File: config.mk
export PLATFORM = sky130hd
export DESIGN_NAME = uart_rx
export DESIGN_NICKNAME = d
export VERILOG_FILES = /design/src/rtl/uart_pkg.sv /design/src/rtl/uart_rx_tick_gen.sv /design/src/rtl/uart_rx.sv
export SDC_FILE = /design/constraint.sdc
export NUM_CORES = 1
export LEC_CHECK = 0
export CAP_MARGIN = 10
export CELL_PAD_IN_SITES_DETAIL_PLACEMENT = 1
export CELL_PAD_IN_SITES_GLOBAL_PLACEMENT = 1
export CORE_MARGIN = 2
export CORE_UTILIZATION = 30
export DETAILED_ROUTE_END_ITERATION = 10
export PLACE_DENSITY = 0.61
export SYNTH_ARGS = -nofsm -noshare
export SYNTH_HDL_FRONTEND = slang
export SYNTH_HIERARCHICAL = 1
export SYNTH_SLANG_ARGS = --single-unit
export TNS_END_PERCENT = 1
File: constraint.sdc
create_clock -name clk -period 2.3 [get_ports clk]
set_input_delay 0.23 -clock clk [delete_from_list [all_inputs] [get_ports clk]]
set_output_delay 0.23 -clock clk [all_outputs]
set_load 0.02 [all_outputs]
File: src/rtl/uart_pkg.sv
// Shared UART definitions: receiver state encoding, baud divisor helper and
// the line defaults used by both the receiver and the transmitter.
package uart_pkg;

  localparam int UART_CLK_FREQ_DEF   = 50_000_000;
  localparam int UART_BAUD_DEF       = 115_200;
  localparam int UART_OVERSAMPLE_DEF = 16;
  localparam int UART_DATA_BITS_DEF  = 8;

  typedef enum logic [2:0] {
    IDLE,
    START,
    DATA,
    PARITY,
    STOP
  } rx_state_t;

  // Clocks per oversample tick, truncated; callers need a result of 2 or more.
  function automatic int uart_div(input int clk_freq, input int baud, input int os);
    return clk_freq / (baud * os);
  endfunction

endpackage

File: src/rtl/uart_rx_tick_gen.sv
// Free-running oversample tick: one-cycle pulse every DIV clocks.
module uart_rx_tick_gen
  import uart_pkg::*;
#(
  parameter int CLK_FREQ   = UART_CLK_FREQ_DEF,
  parameter int BAUD_RATE  = UART_BAUD_DEF,
  parameter int OVERSAMPLE = UART_OVERSAMPLE_DEF
) (
  input  logic clk,
  input  logic rst_n,
  output logic tick
);

  localparam int DIV = uart_div(CLK_FREQ, BAUD_RATE, OVERSAMPLE);
  localparam int CW  = $clog2(DIV);
  localparam logic [CW-1:0] LAST = CW'(DIV - 1);

  logic [CW-1:0] cnt;

  // Wrap counter 0..DIV-1; never stops, so tick phase is unrelated to rx.
  always_ff @(posedge clk or negedge rst_n) begin
    if (!rst_n)           cnt <= '0;
    else if (cnt == LAST) cnt <= '0;
    else                  cnt <= cnt + 1'b1;
  end

  assign tick = (cnt == LAST);

endmodule

File: src/rtl/uart_rx.sv
// UART receiver: LSB-first frames, oversampled start detect and mid-bit
// sampling, valid/ready output with frame / parity / overrun status.
// Optional parity bit compiled in with `define UART_RX_PARITY_EN.
module uart_rx
  import uart_pkg::*;
#(
  parameter int CLK_FREQ   = UART_CLK_FREQ_DEF,
  parameter int BAUD_RATE  = UART_BAUD_DEF,
  parameter int DATA_BITS  = UART_DATA_BITS_DEF,
  parameter int OVERSAMPLE = UART_OVERSAMPLE_DEF,
  parameter int PARITY_ODD = 0
) (
  input  logic                 clk,
  input  logic                 rst_n,
  input  logic                 rx,
  output logic [DATA_BITS-1:0] rx_data,
  output logic                 rx_valid,
  input  logic                 rx_ready,
  output logic                 frame_err,
  output logic                 parity_err,
  output logic                 overrun_err
);

  localparam int SW = $clog2(OVERSAMPLE);
  localparam int BW = $clog2(DATA_BITS);
  localparam logic [SW-1:0] S_MID  = SW'(OVERSAMPLE / 2 - 1);
  localparam logic [SW-1:0] S_END  = SW'(OVERSAMPLE - 1);
  localparam logic [BW-1:0] B_LAST = BW'(DATA_BITS - 1);

  logic                 tick;
  logic                 rx_meta, rx_s;
  rx_state_t            state, state_d;
  logic [SW-1:0]        s_cnt, s_cnt_d;
  logic [BW-1:0]        bit_cnt, bit_cnt_d;
  logic                 armed, armed_d;
  logic [DATA_BITS-1:0] shreg, shreg_d;
  logic                 done;
`ifdef UART_RX_PARITY_EN
  localparam logic ODD = (PARITY_ODD != 0);
  logic                 par_mis, par_mis_d;
`endif

  uart_rx_tick_gen #(
    .CLK_FREQ  (CLK_FREQ),
    .BAUD_RATE (BAUD_RATE),
    .OVERSAMPLE(OVERSAMPLE)
  ) u_tick (
    .clk  (clk),
    .rst_n(rst_n),
    .tick (tick)
  );

  // Two-flop synchronizer; resets to line-idle so reset never looks like a start.
  always_ff @(posedge clk or negedge rst_n) begin
    if (!rst_n) begin
      rx_meta <= 1'b1;
      rx_s    <= 1'b1;
    end else begin
      rx_meta <= rx;
      rx_s    <= rx_meta;
    end
  end

  // FSM and sampling counters register.
  always_ff @(posedge clk or negedge rst_n) begin
    if (!rst_n) begin
      state   <= IDLE;
      s_cnt   <= '0;
      bit_cnt <= '0;
      armed   <= 1'b0;
      shreg   <= '0;
`ifdef UART_RX_PARITY_EN
      par_mis <= 1'b0;
`endif
    end else begin
      state   <= state_d;
      s_cnt   <= s_cnt_d;
      bit_cnt <= bit_cnt_d;
      armed   <= armed_d;
      shreg   <= shreg_d;
`ifdef UART_RX_PARITY_EN
      par_mis <= par_mis_d;
`endif
    end
  end

  // Next-state logic; everything advances only on the oversample tick.
  // armed is only set in IDLE so a held-low line (break, or low across
  // reset release) must go high before another start is accepted.
  always_comb begin
    state_d   = state;
    s_cnt_d   = s_cnt;
    bit_cnt_d = bit_cnt;
    armed_d   = armed;
    shreg_d   = shreg;
    done      = 1'b0;
`ifdef UART_RX_PARITY_EN
    par_mis_d = par_mis;
`endif
    if (tick) begin
      case (state)
        IDLE: begin
          if (armed && !rx_s) begin
            state_d = START;
            s_cnt_d = '0;
            armed_d = 1'b0;
          end else if (rx_s) begin
            armed_d = 1'b1;
          end
        end
        START: begin
          if (s_cnt == S_MID) begin
            if (!rx_s) begin
              state_d   = DATA;
              s_cnt_d   = '0;
              bit_cnt_d = '0;
            end else begin
              state_d = IDLE;  // start bit not low at its centre: glitch
            end
          end else begin
            s_cnt_d = s_cnt + 1'b1;
          end
        end
        DATA: begin
          if (s_cnt == S_END) begin
            shreg_d   = {rx_s, shreg[DATA_BITS-1:1]};
            s_cnt_d   = '0;
            bit_cnt_d = bit_cnt + 1'b1;
            if (bit_cnt == B_LAST) begin
`ifdef UART_RX_PARITY_EN
              state_d = PARITY;
`else
              state_d = STOP;
`endif
            end
          end else begin
            s_cnt_d = s_cnt + 1'b1;
          end
        end
`ifdef UART_RX_PARITY_EN
        PARITY: begin
          if (s_cnt == S_END) begin
            par_mis_d = ((^shreg) ^ rx_s) != ODD;
            s_cnt_d   = '0;
            state_d   = STOP;
          end else begin
            s_cnt_d = s_cnt + 1'b1;
          end
        end
`endif
        STOP: begin
          if (s_cnt == S_END) begin
            done    = 1'b1;
            s_cnt_d = '0;
            state_d = IDLE;
          end else begin
            s_cnt_d = s_cnt + 1'b1;
          end
        end
        default: state_d = IDLE;
      endcase
    end
  end

  // Output word register; a completing word wins over acceptance, and an
  // accept in the same cycle means the old word was taken (no overrun).
  always_ff @(posedge clk or negedge rst_n) begin
    if (!rst_n) begin
      rx_data     <= '0;
      rx_valid    <= 1'b0;
      frame_err   <= 1'b0;
      parity_err  <= 1'b0;
      overrun_err <= 1'b0;
    end else if (done) begin
      rx_data     <= shreg;
      rx_valid    <= 1'b1;
      frame_err   <= !rx_s;
`ifdef UART_RX_PARITY_EN
      parity_err  <= par_mis;
`else
      // PARITY_ODD has no effect without the parity bit.
      parity_err  <= 1'b0 & (PARITY_ODD != 0);
`endif
      overrun_err <= rx_valid && !rx_ready;
    end else if (rx_valid && rx_ready) begin
      rx_valid <= 1'b0;
    end
  end

endmodule
==> impl_results.md, run 1 <==
* Overflow left after global routing at 0
* Hpwl dp at 2.494 mm
* P_int at 1.012 mW
* Worst r2r dst: s_cnt[0]
* Wire per inst at 14.71 um
* Worst vdd ir at 0.3512 mV
* Clk Latency, worst-skew pair at 0.29 ns
* Post-route clock period utilization at 87.85%
* Pwr/cell area at 606.3 mW/mm2
* CTS tree: built
* Vias in the first global route at 1296
* Hold Violations, Final at 0
* Sw power at 0.2548 mW
* Largest family of logic cells by synthesized area: simple AND/OR/NAND/NOR gates
* Synthesized instance count at 142
* Crit path launch type: flop
* Outcome: finished, final reports clean
* Post-cts resize count at 0
* Total track usage at 12.72%
* Chip height at 81.07 um
* Number of diodes at 0
* Synth Area in Adders at 3.511%
* First-pass GRT wire length at 6.265 mm
* DR iter-0 viols at 57
* Starting density of the core at 30.64%
* Most frequent cells in the layout: dfrtp_1 (35), mux2_2 (13), clkdlybuf4s50_1 (13)
* Antenna violations before repair at 0
* Synthesized flop and latch total at 37
* Largest net degree at the start of global routing at 38
* FP Rows at 28
* Synth Area in XOR/XNOR at 0%
* Fin Hold WS at 0.01310 ns
* Min Tclk post-route at 2.021 ns
* Finished Cell Area at 0.002090 mm2
* Critical Path RT at 2.52 ns
* Post-synth EDFFs at 0
* Leading cell type in the layout, fill and taps excluded: dfrtp_1
* CTS root buf: clkbuf_8
* Average cell area after synthesis at 12.55 um2
* CP arrival at 2.25 ns
* Sequential-to-total area share from yosys stat at 52.11%
* WL final at 3.458 mm
* Clock sinks at 37
* # DRC at 0
* Clock power frac at 46.6%
* Switching power share of the total at 20.11%
* Buffers on Ports at 14
* GP Congestion at 0.7768
* Via count at 1156
* Hold Path Class: in2async
* Final Non-Filler Cells at 235
* Worst-path clk slew at 0.08 ns
* Ys Warns at 6
* Setup slack, reg-to-reg at 0.28 ns
* Placed cell area at 0.001969 mm2
* Sequential Power Share at 51.8%
* Total negative setup slack at 0 ns
* Unrepaired setup endpoints after global routing: false
* Layout cells sized above 1 at 25.00%
* Synthesized cell area at 0.001782 mm2
* Core Util, Final at 35.93%
* Pre-Repair DR Iteration Count at 4
* # hold bufs at CTS at 0
* Reg2reg start: u_tick/cnt[0]
* Most used DFF post-synth: dfrtp_1
* ANT nets after route at 0
* Setup Buffers After CTS at 0
* R2R depth at 6
* Slew Viols, Final at 0
* Synth Area in Compound Gates at 9.902%
* Post-synthesis mux area share at 14.26%
* DR vias/cell at 4.919
* Inst Count DP at 227
* Die area at 0.006572 mm2
* Core Box Area at 0.005816 mm2
* Max Cap Viol at 0
* Die Wd at 81.07 um
* H-tree levels at 2
* Fraction of registers with async set/reset at 100.0%
* Slew HR at 46.55%
* Combinational power share at 1.6%
* Crit Path Category: reg2reg
* Post-Syn Nets at 151
* Final clock skew at 0.007348 ns
* Layout Nets at 168
* Simple-Gate Fraction of Synth Area at 16.22%
* FMAX at 0.4949 GHz
* Synthesis-to-layout area growth at 17.28%
* Crit-path max FO at 6
* Leak Pwr at 0.9429 nW
* # setup viols final at 0
* Slew at the pin with the worst max-slew slack at 0.8017 ns
* CTS buffer count at 5
* Ports at 16
* CP endpoint kind: flop
* Fill count at 665
* Unique masters post-synth at 42
* Clock tree buffer depth at 2
==> critical path, cell delays in order, from the launching register on <==
cell,delay [ns]
dfrtp_1,0.42
inv_1,0.08
ha_1,0.19
and4b_1,0.39
o41ai_4,0.17
nor3_1,0.45
mux2_2,0.26
==> sequential cells by signal, summed over array words and instances (netlist names), 3 cells and up <==
register and count:
rx_data 8, shreg 8, u_tick/cnt 5, s_cnt 4
bit_cnt 3, state 3
==> worst max-delay path by stage <==
stage | start | endpoint | slack, ns
after floorplan | u_tick/cnt[0] | state[0] | 0.48
after global placement | u_tick/cnt[0] | s_cnt[3] | 0.38
after detailed placement | u_tick/cnt[0] | s_cnt[0] | 0.30
after CTS | s_cnt[0] | s_cnt[0] | 0.28
after global routing | u_tick/cnt[0] | s_cnt[3] | 0.13
final | u_tick/cnt[0] | s_cnt[0] | 0.28
==> per-stage QoR <==
step,power (mW),setup WS (ns)
after floorplan,0.6735,0.4816
after global placement,0.6895,0.3812
after detailed placement,0.6908,0.3015
after CTS,1.290,0.2794
after global routing,1.322,0.1257
final,1.267,0.2794
==> kinds of logic after synthesis <==
family | after synthesis
fa+ha+maj | 5
compound gates | 23
simple gates | 45
buf+inv | 10
flops | 37
mux | 21
other cells | 1
==> Yosys cell counts, types with 3 or more instances <==
library cell	n	area [um2]
inv_1	5	18.77
o21ai_0	9	45.04
nor2_1	8	30.03
nand2_1	9	33.78
nor3_1	5	25.02
dfrtp_1	35	875.8
mux2_4	5	75.07
ha_1	5	62.56
nand2b_1	3	18.77
buf_6	3	33.78
mux2_2	13	146.4
==> final cells by class <==
| cell class | instances | area [um2] | share of cell area [%] |
|---|---|---|---|
| sequential | 37 | 928.4 | 44.43 |
| clock inverter | 2 | 37.54 | 1.796 |
| inverter | 5 | 18.77 | 0.8982 |
| multi-input combinational | 95 | 785.8 | 37.60 |
| tap | 75 | 93.84 | 4.491 |
| timing repair buffer | 15 | 142.6 | 6.826 |
| clock buffer | 6 | 82.58 | 3.952 |
==> power groups by stage <==
| stage | clock, mW | combinational [mW] | sequential, mW |
|---|---|---|---|
| after floorplan | 0 | 0.00525 | 0.668 |
| after global placement | 0 | 0.0207 | 0.669 |
| after detailed placement | 0 | 0.0217 | 0.669 |
| after CTS | 0.612 | 0.0217 | 0.656 |
| after global routing | 0.641 | 0.0239 | 0.656 |
| final | 0.591 | 0.0197 | 0.656 |
==> metal layers <==
metal / vias up / GRT usage (%) / share of wire [%]
met5: - / 0 / 0
met1: 593 / 15.10 / 44
met3: 7 / 2.556 / 2.1
met2: 17 / 21.65 / 51
met4: 0 / 6.780 / 2.2
li1: 539 / - / -
Note: power is estimated with default switching activity, not from simulation.
==> run 2: changes to the inputs <==
--- a/config.mk
+++ b/config.mk
@@ -12,6 +12,7 @@
 export CORE_UTILIZATION = 30
 export DETAILED_ROUTE_END_ITERATION = 10
 export PLACE_DENSITY = 0.61
+export SETUP_SLACK_MARGIN = 0.3
 export SYNTH_ARGS = -nofsm -noshare
 export SYNTH_HDL_FRONTEND = slang
 export SYNTH_HIERARCHICAL = 1
==> run 2 against run 1 <==
  * Fmax rose by 5.6%
  * Core utilization up 0.28 points
  * Wire length increased by 1.1%
  * Setup slack better by 0.11 ns
  * Non-clock buffer count increased by 1
  * Critical path depth stayed put
  * Critical path type unchanged
==> impl_results.md, run 2 (same netlist as run 1, synthesis figures left out) <==
* Outcome: finished, final reports clean
* Min Tclk post-route at 1.913 ns
* Synthesis-to-layout area growth at 18.19%
* Worst-path cell chain: inv_1, ha_1, and4b_2, nand2_1, nor2_4, mux2_2
* Clk Latency, worst-skew pair at 0.29 ns
* Worst-path clk slew at 0.08 ns
* Crit Path Category: reg2reg
* Ports at 16
* Setup slack, reg-to-reg at 0.39 ns
* Total track usage at 12.72%
* CP endpoint kind: flop
* WL final at 3.495 mm
* Vias in the first global route at 1296
* Post-route clock period utilization at 83.20%
* Max Cap Viol at 0
* CP arrival at 2.08 ns
* Critical path depth in cells at 6
* Worst slack, placed at 0.3015 ns
* Post-route setup slack at 0.3865 ns
* Die area at 0.006572 mm2
* Leading cell type in the layout, fill and taps excluded: dfrtp_1
* Reg2reg start: u_tick/cnt[0]
* CTS root buf: clkbuf_8
* Setup crit start: u_tick/cnt[0]
* Crit path launch type: flop
* R2R depth at 6
* Via count at 1163
* Final Non-Filler Cells at 236
* Worst r2r dst: shreg[5]
* Critical Path RT at 2.47 ns
* # setup viols final at 0
* Worst vdd ir at 0.3506 mV
* Layout Nets at 169
* Slew HR at 45.67%
* Leak Pwr at 0.9472 nW
* DR iter-0 viols at 67
* Clock sinks at 37
* Buffers on Ports at 14
* Crit path buf inv count at 1
* Antenna violations before repair at 0
* GP Congestion at 0.7768
* Core Box Area at 0.005816 mm2
* Largest regs: rx_data (8), shreg (8), u_tick/cnt (5)
* Fill count at 659
* Wire per inst at 14.81 um
* Most frequent cells in the layout: dfrtp_1 (35), mux2_2 (13), clkdlybuf4s50_1 (13)
* H-tree levels at 2
* Max incr delay on CP at 0.42 ns
* CTS tree: built
* Hold Violations, Final at 0
* Slew Viols, Final at 0
* Number of diodes at 0
* Starting density of the core at 30.64%
* Hold Path Class: in2async
* # DRC at 0
* Layout cells sized above 1 at 27.33%
* Pre-Repair DR Iteration Count at 2
* CP max stage cell: dfrtp_1
* Die Wd at 81.07 um
* Total power at 1.268 mW
* FMAX at 0.5226 GHz
* CP endpoint: shreg[5]
* ANT nets after route at 0
* Clock tree buffer depth at 2
* Hpwl dp at 2.494 mm
* Chip height at 81.07 um
* Unrepaired setup endpoints after global routing: true
* Pwr/cell area at 601.9 mW/mm2
* Inst Count DP at 227
* Final clock skew at 0.008001 ns
* Total negative setup slack at 0 ns
* Overflow left after global routing at 0
* First-pass GRT wire length at 6.272 mm
* Slew at the pin with the worst max-slew slack at 0.8150 ns
* Largest net degree at the start of global routing at 38
* Crit path max-delay family: simple AND/OR/NAND/NOR gates
* CTS buffer count at 5
* DR vias/cell at 4.928
* Crit-path max FO at 9
* FP Rows at 28
-- run 2: changes by cell type in the layout (fill, tap and decap cells not counted), sizes merged --
cell,before,now
buf,2,3
-- run 2: timing repair --
action                     CTS  global route
setup endpoints to repair    6            12
hold buffers                 0             0
buffers inserted             0             1
gates resized for setup      2             1
-- run 2: worst min path at each step --
stage                 start  endpoint  slack [ns]  cells past startpoint
finish                rst_n  state[1]        0.02                      1
global route          rst_n  s_cnt[2]        0.10                      1
CTS                   rst_n  state[0]        0.06                      1
detailed placement  rx_meta      rx_s        0.35                      0
global placement    rx_meta      rx_s        0.35                      0
floorplan             rst_n     armed       -0.07                      0
-- run 2: area by class of cell --
type                    instances  area (um2)  share of cell area [%]
clock inverters                 2       37.54                   1.783
clock buffers                   6       82.58                   3.922
inverters                       5       18.77                  0.8913
repair buffers                 16       150.1                   7.130
flip-flops and latches         37       928.4                   44.09
well taps                      75       93.84                   4.456
multi-input cells              95       794.5                   37.73
-- run 2: per-stage QoR --
| step | area, um2 | utilization [%] | hold slack (ns) |
|---|---|---|---|
| 6_report | 2106 | 36.21 | 0.02309 |
| 3_3_place_gp | 1969 | 33.86 | 0.3470 |
| 2_1_floorplan | 1782 | - | -0.06559 |
| 5_1_grt | 2106 | 36.21 | 0.1015 |
| 3_5_place_dp | 1969 | 33.86 | 0.3478 |
| 4_1_cts | 2096 | 36.04 | 0.06247 |
-- run 2: power by group --
| part | total [mW] | internal (mW) | leakage, nW | switching [mW] |
|---|---|---|---|---|
| Combinational | 0.0200 | 0.00525 | 0.402 | 0.0148 |
| Sequential | 0.656 | 0.654 | 0.488 | 0.00197 |
| Clock | 0.591 | 0.353 | 0.0574 | 0.239 |
| Total | 1.27 | 1.01 | 0.947 | 0.255 |
-- run 2: routing by layer --
metal	global-route usage, %	wire length [um]	vias up
met5	0	0	-
met4	6.949	74	0
met3	2.444	65	7
met2	21.65	1801	14
met1	15.10	1554	601
li1	-	-	541
==> run 3: changes to the inputs <==
--- a/config.mk
+++ b/config.mk
@@ -11,7 +11,7 @@
 export CORE_MARGIN = 2
 export CORE_UTILIZATION = 30
 export DETAILED_ROUTE_END_ITERATION = 10
-export PLACE_DENSITY = 0.61
+export PLACE_DENSITY = 0.63
 export SETUP_SLACK_MARGIN = 0.3
 export SYNTH_ARGS = -nofsm -noshare
 export SYNTH_HDL_FRONTEND = slang
==> constraint.sdc (replaced) <==
create_clock -name clk -period 1.5 [get_ports clk]
set_input_delay 0.15 -clock clk [delete_from_list [all_inputs] [get_ports clk]]
set_output_delay 0.15 -clock clk [all_outputs]
set_load 0.02 [all_outputs]
==> run 3 against run 2 <==
  * The flow now finishes with violations (negative setup slack)
  * Via count is 10% higher
  * First-iteration DRC count is 15% lower
  * Flip-flop and latch count stayed put
  * Clock-buffer cell count is 1 lower
  * Clock skew is 0.0016 ns higher
  * Clock power is 24% higher
  * Critical path type unchanged
  * Largest cell class unchanged
==> impl_results.md, run 3 (same netlist as run 1, synthesis figures left out) <==
* Pwr/cell area at 725.2 mW/mm2
* Post-route setup slack at -0.2482 ns
* H-tree levels at 2
* Ports at 16
* Buffers on Ports at 14
* DR vias/cell at 4.692
* DR iter-0 viols at 57
* Max Cap Viol at 0
* Critical Path RT at 1.68 ns
* Starting density of the core at 30.64%
* Final clock skew at 0.009608 ns
* Leading cell type in the layout, fill and taps excluded: buf_4
* Clk Latency, worst-skew pair at 0.30 ns
* Crit Path Category: reg2reg
* CTS buffer count at 5
* Grt met2 use at 25.37%
* Failing checks: negative setup slack
* Overflow left after global routing at 0
* Die area at 0.006572 mm2
* Setup slack, reg-to-reg at -0.25 ns
* Hold Violations, Final at 0
* Layout cells sized above 1 at 45.45%
* Largest regs: rx_data (8), shreg (8), u_tick/cnt (5)
* M3 GR Usage at 3.778%
* Layout Nets at 206
* Post-route clock period utilization at 116.5%
* Worst vdd ir at 0.6318 mV
* Worst-path clk slew at 0.07 ns
* FP Rows at 28
* Outcome: complete, but fails checks
* GP Congestion at 0.7910
* # setup viols final at 29
* Fin Hold WS at 0.2897 ns
* Pre-Repair DR Iteration Count at 4
* CP endpoint kind: flop
* First-pass GRT wire length at 6.865 mm
* Clock sinks at 37
* Crit path launch type: flop
* CTS root buf: clkbuf_8
* Most frequent cells in the layout: buf_4 (36), dfrtp_1 (34), mux2_2 (13)
* Leak Pwr at 1.204 nW
* FMAX at 0.5720 GHz
* Die Wd at 81.07 um
* Core Box Area at 0.005816 mm2
* ANT nets after route at 0
* Vias in the first global route at 1382
* WL final at 4.062 mm
* Number of diodes at 0
* CP arrival at 1.93 ns
* Hold Path Class: in2reg
* Crit-path max FO at 3
* Chip height at 81.07 um
* Min Tclk post-route at 1.748 ns
* Clock tree buffer depth at 2
* CTS tree: built
* Total track usage at 14.05%
* Finished Cell Area at 0.002447 mm2
* Placed cell area at 0.002223 mm2
* Slew Viols, Final at 0
* Synthesis-to-layout area growth at 37.36%
* Via count at 1281
* Largest net degree at the start of global routing at 38
* Unrepaired setup endpoints after global routing: true
* # DRC at 0
* Antenna violations before repair at 0
* Routing usage on met1 at 15.83%
* Wire per inst at 14.88 um
* GRT busiest layer: met2
* Hpwl dp at 2.800 mm
-- run 3: changes by cell type in the layout (fill, tap and decap cells not counted), moves of 3 or more --
cell | previous run | this run
clkdlybuf4s50_1 | 13 | 2
o21ai_0 | 9 | 5
o21ai_1 | 0 | 3
buf_4 | 2 | 36
clkdlybuf4s15_1 | 0 | 6
dlygate4sd2_1 | 0 | 3
-- run 3: final timing paths --
path,from,end,depth (start not counted)
max in group asynchronous,rst_n,rx_meta,3
worst min register to register,rx_meta,rx_s,0
min in group asynchronous,rst_n,bit_cnt[0],3
worst max register to register,rx_s,s_cnt[0],5
worst max-delay path,rx_s,s_cnt[0],5
worst min-delay path,rx,rx_meta,1
-- run 3: worst max-delay path, stage by stage, from the launching register on --
cell and delay (ns):
dfstp_2 0.55, and2b_1 0.21, o41ai_4 0.36, nor3_1 0.11
buf_4 0.16, mux2_2 0.25
-- run 3: report_power, final --
group / switching, mW / internal, mW
logic: 0.0256 / 0.0148
registers: 0.00202 / 1.00
clock network: 0.394 / 0.335
-- run 3: timing repair --
action                                 4_1_cts  5_1_grt
hold buffers                                 1        0
resized for setup                           19       17
pin swaps                                    1        4
setup endpoints to repair                   43       43
setup buffers                                3        2
endpoints found under the hold margin       35        0
-- run 3: through the flow --
| step | power (mW) | cells | util [%] | TNS, ns | worst slack [ns] |
|---|---|---|---|---|---|
| 2_1_floorplan | 1.033 | 142 | - | -3.504 | -0.2275 |
| 3_3_place_gp | 1.064 | 259 | 38.23 | -4.255 | -0.2406 |
| 3_5_place_dp | 1.065 | 259 | 38.23 | -5.873 | -0.3086 |
| 4_1_cts | 1.810 | 271 | 41.20 | -5.154 | -0.2779 |
| 5_1_grt | 1.861 | 273 | 42.08 | -7.756 | -0.3365 |
| 6_report | 1.775 | 273 | 42.08 | -5.129 | -0.2482 |
-- run 3: area by class of cell --
cell class,instances,area [um2]
repair buffers,53,456.7
flip-flops and latches,37,929.6
multi-input cells,95,854.6
fillers,661,3368
clock buffers,5,68.82
clock inverters,3,25.02
inverters,5,18.77
well taps,75,93.84
-- run 3: layer usage --
metal	routed length [um]	vias up	part of all wire (%)
li1	-	619	-
met1	1622	640	40
met2	2243	16	55
met3	135	6	3.3
met4	61	0	1.5
met5	0	-	0
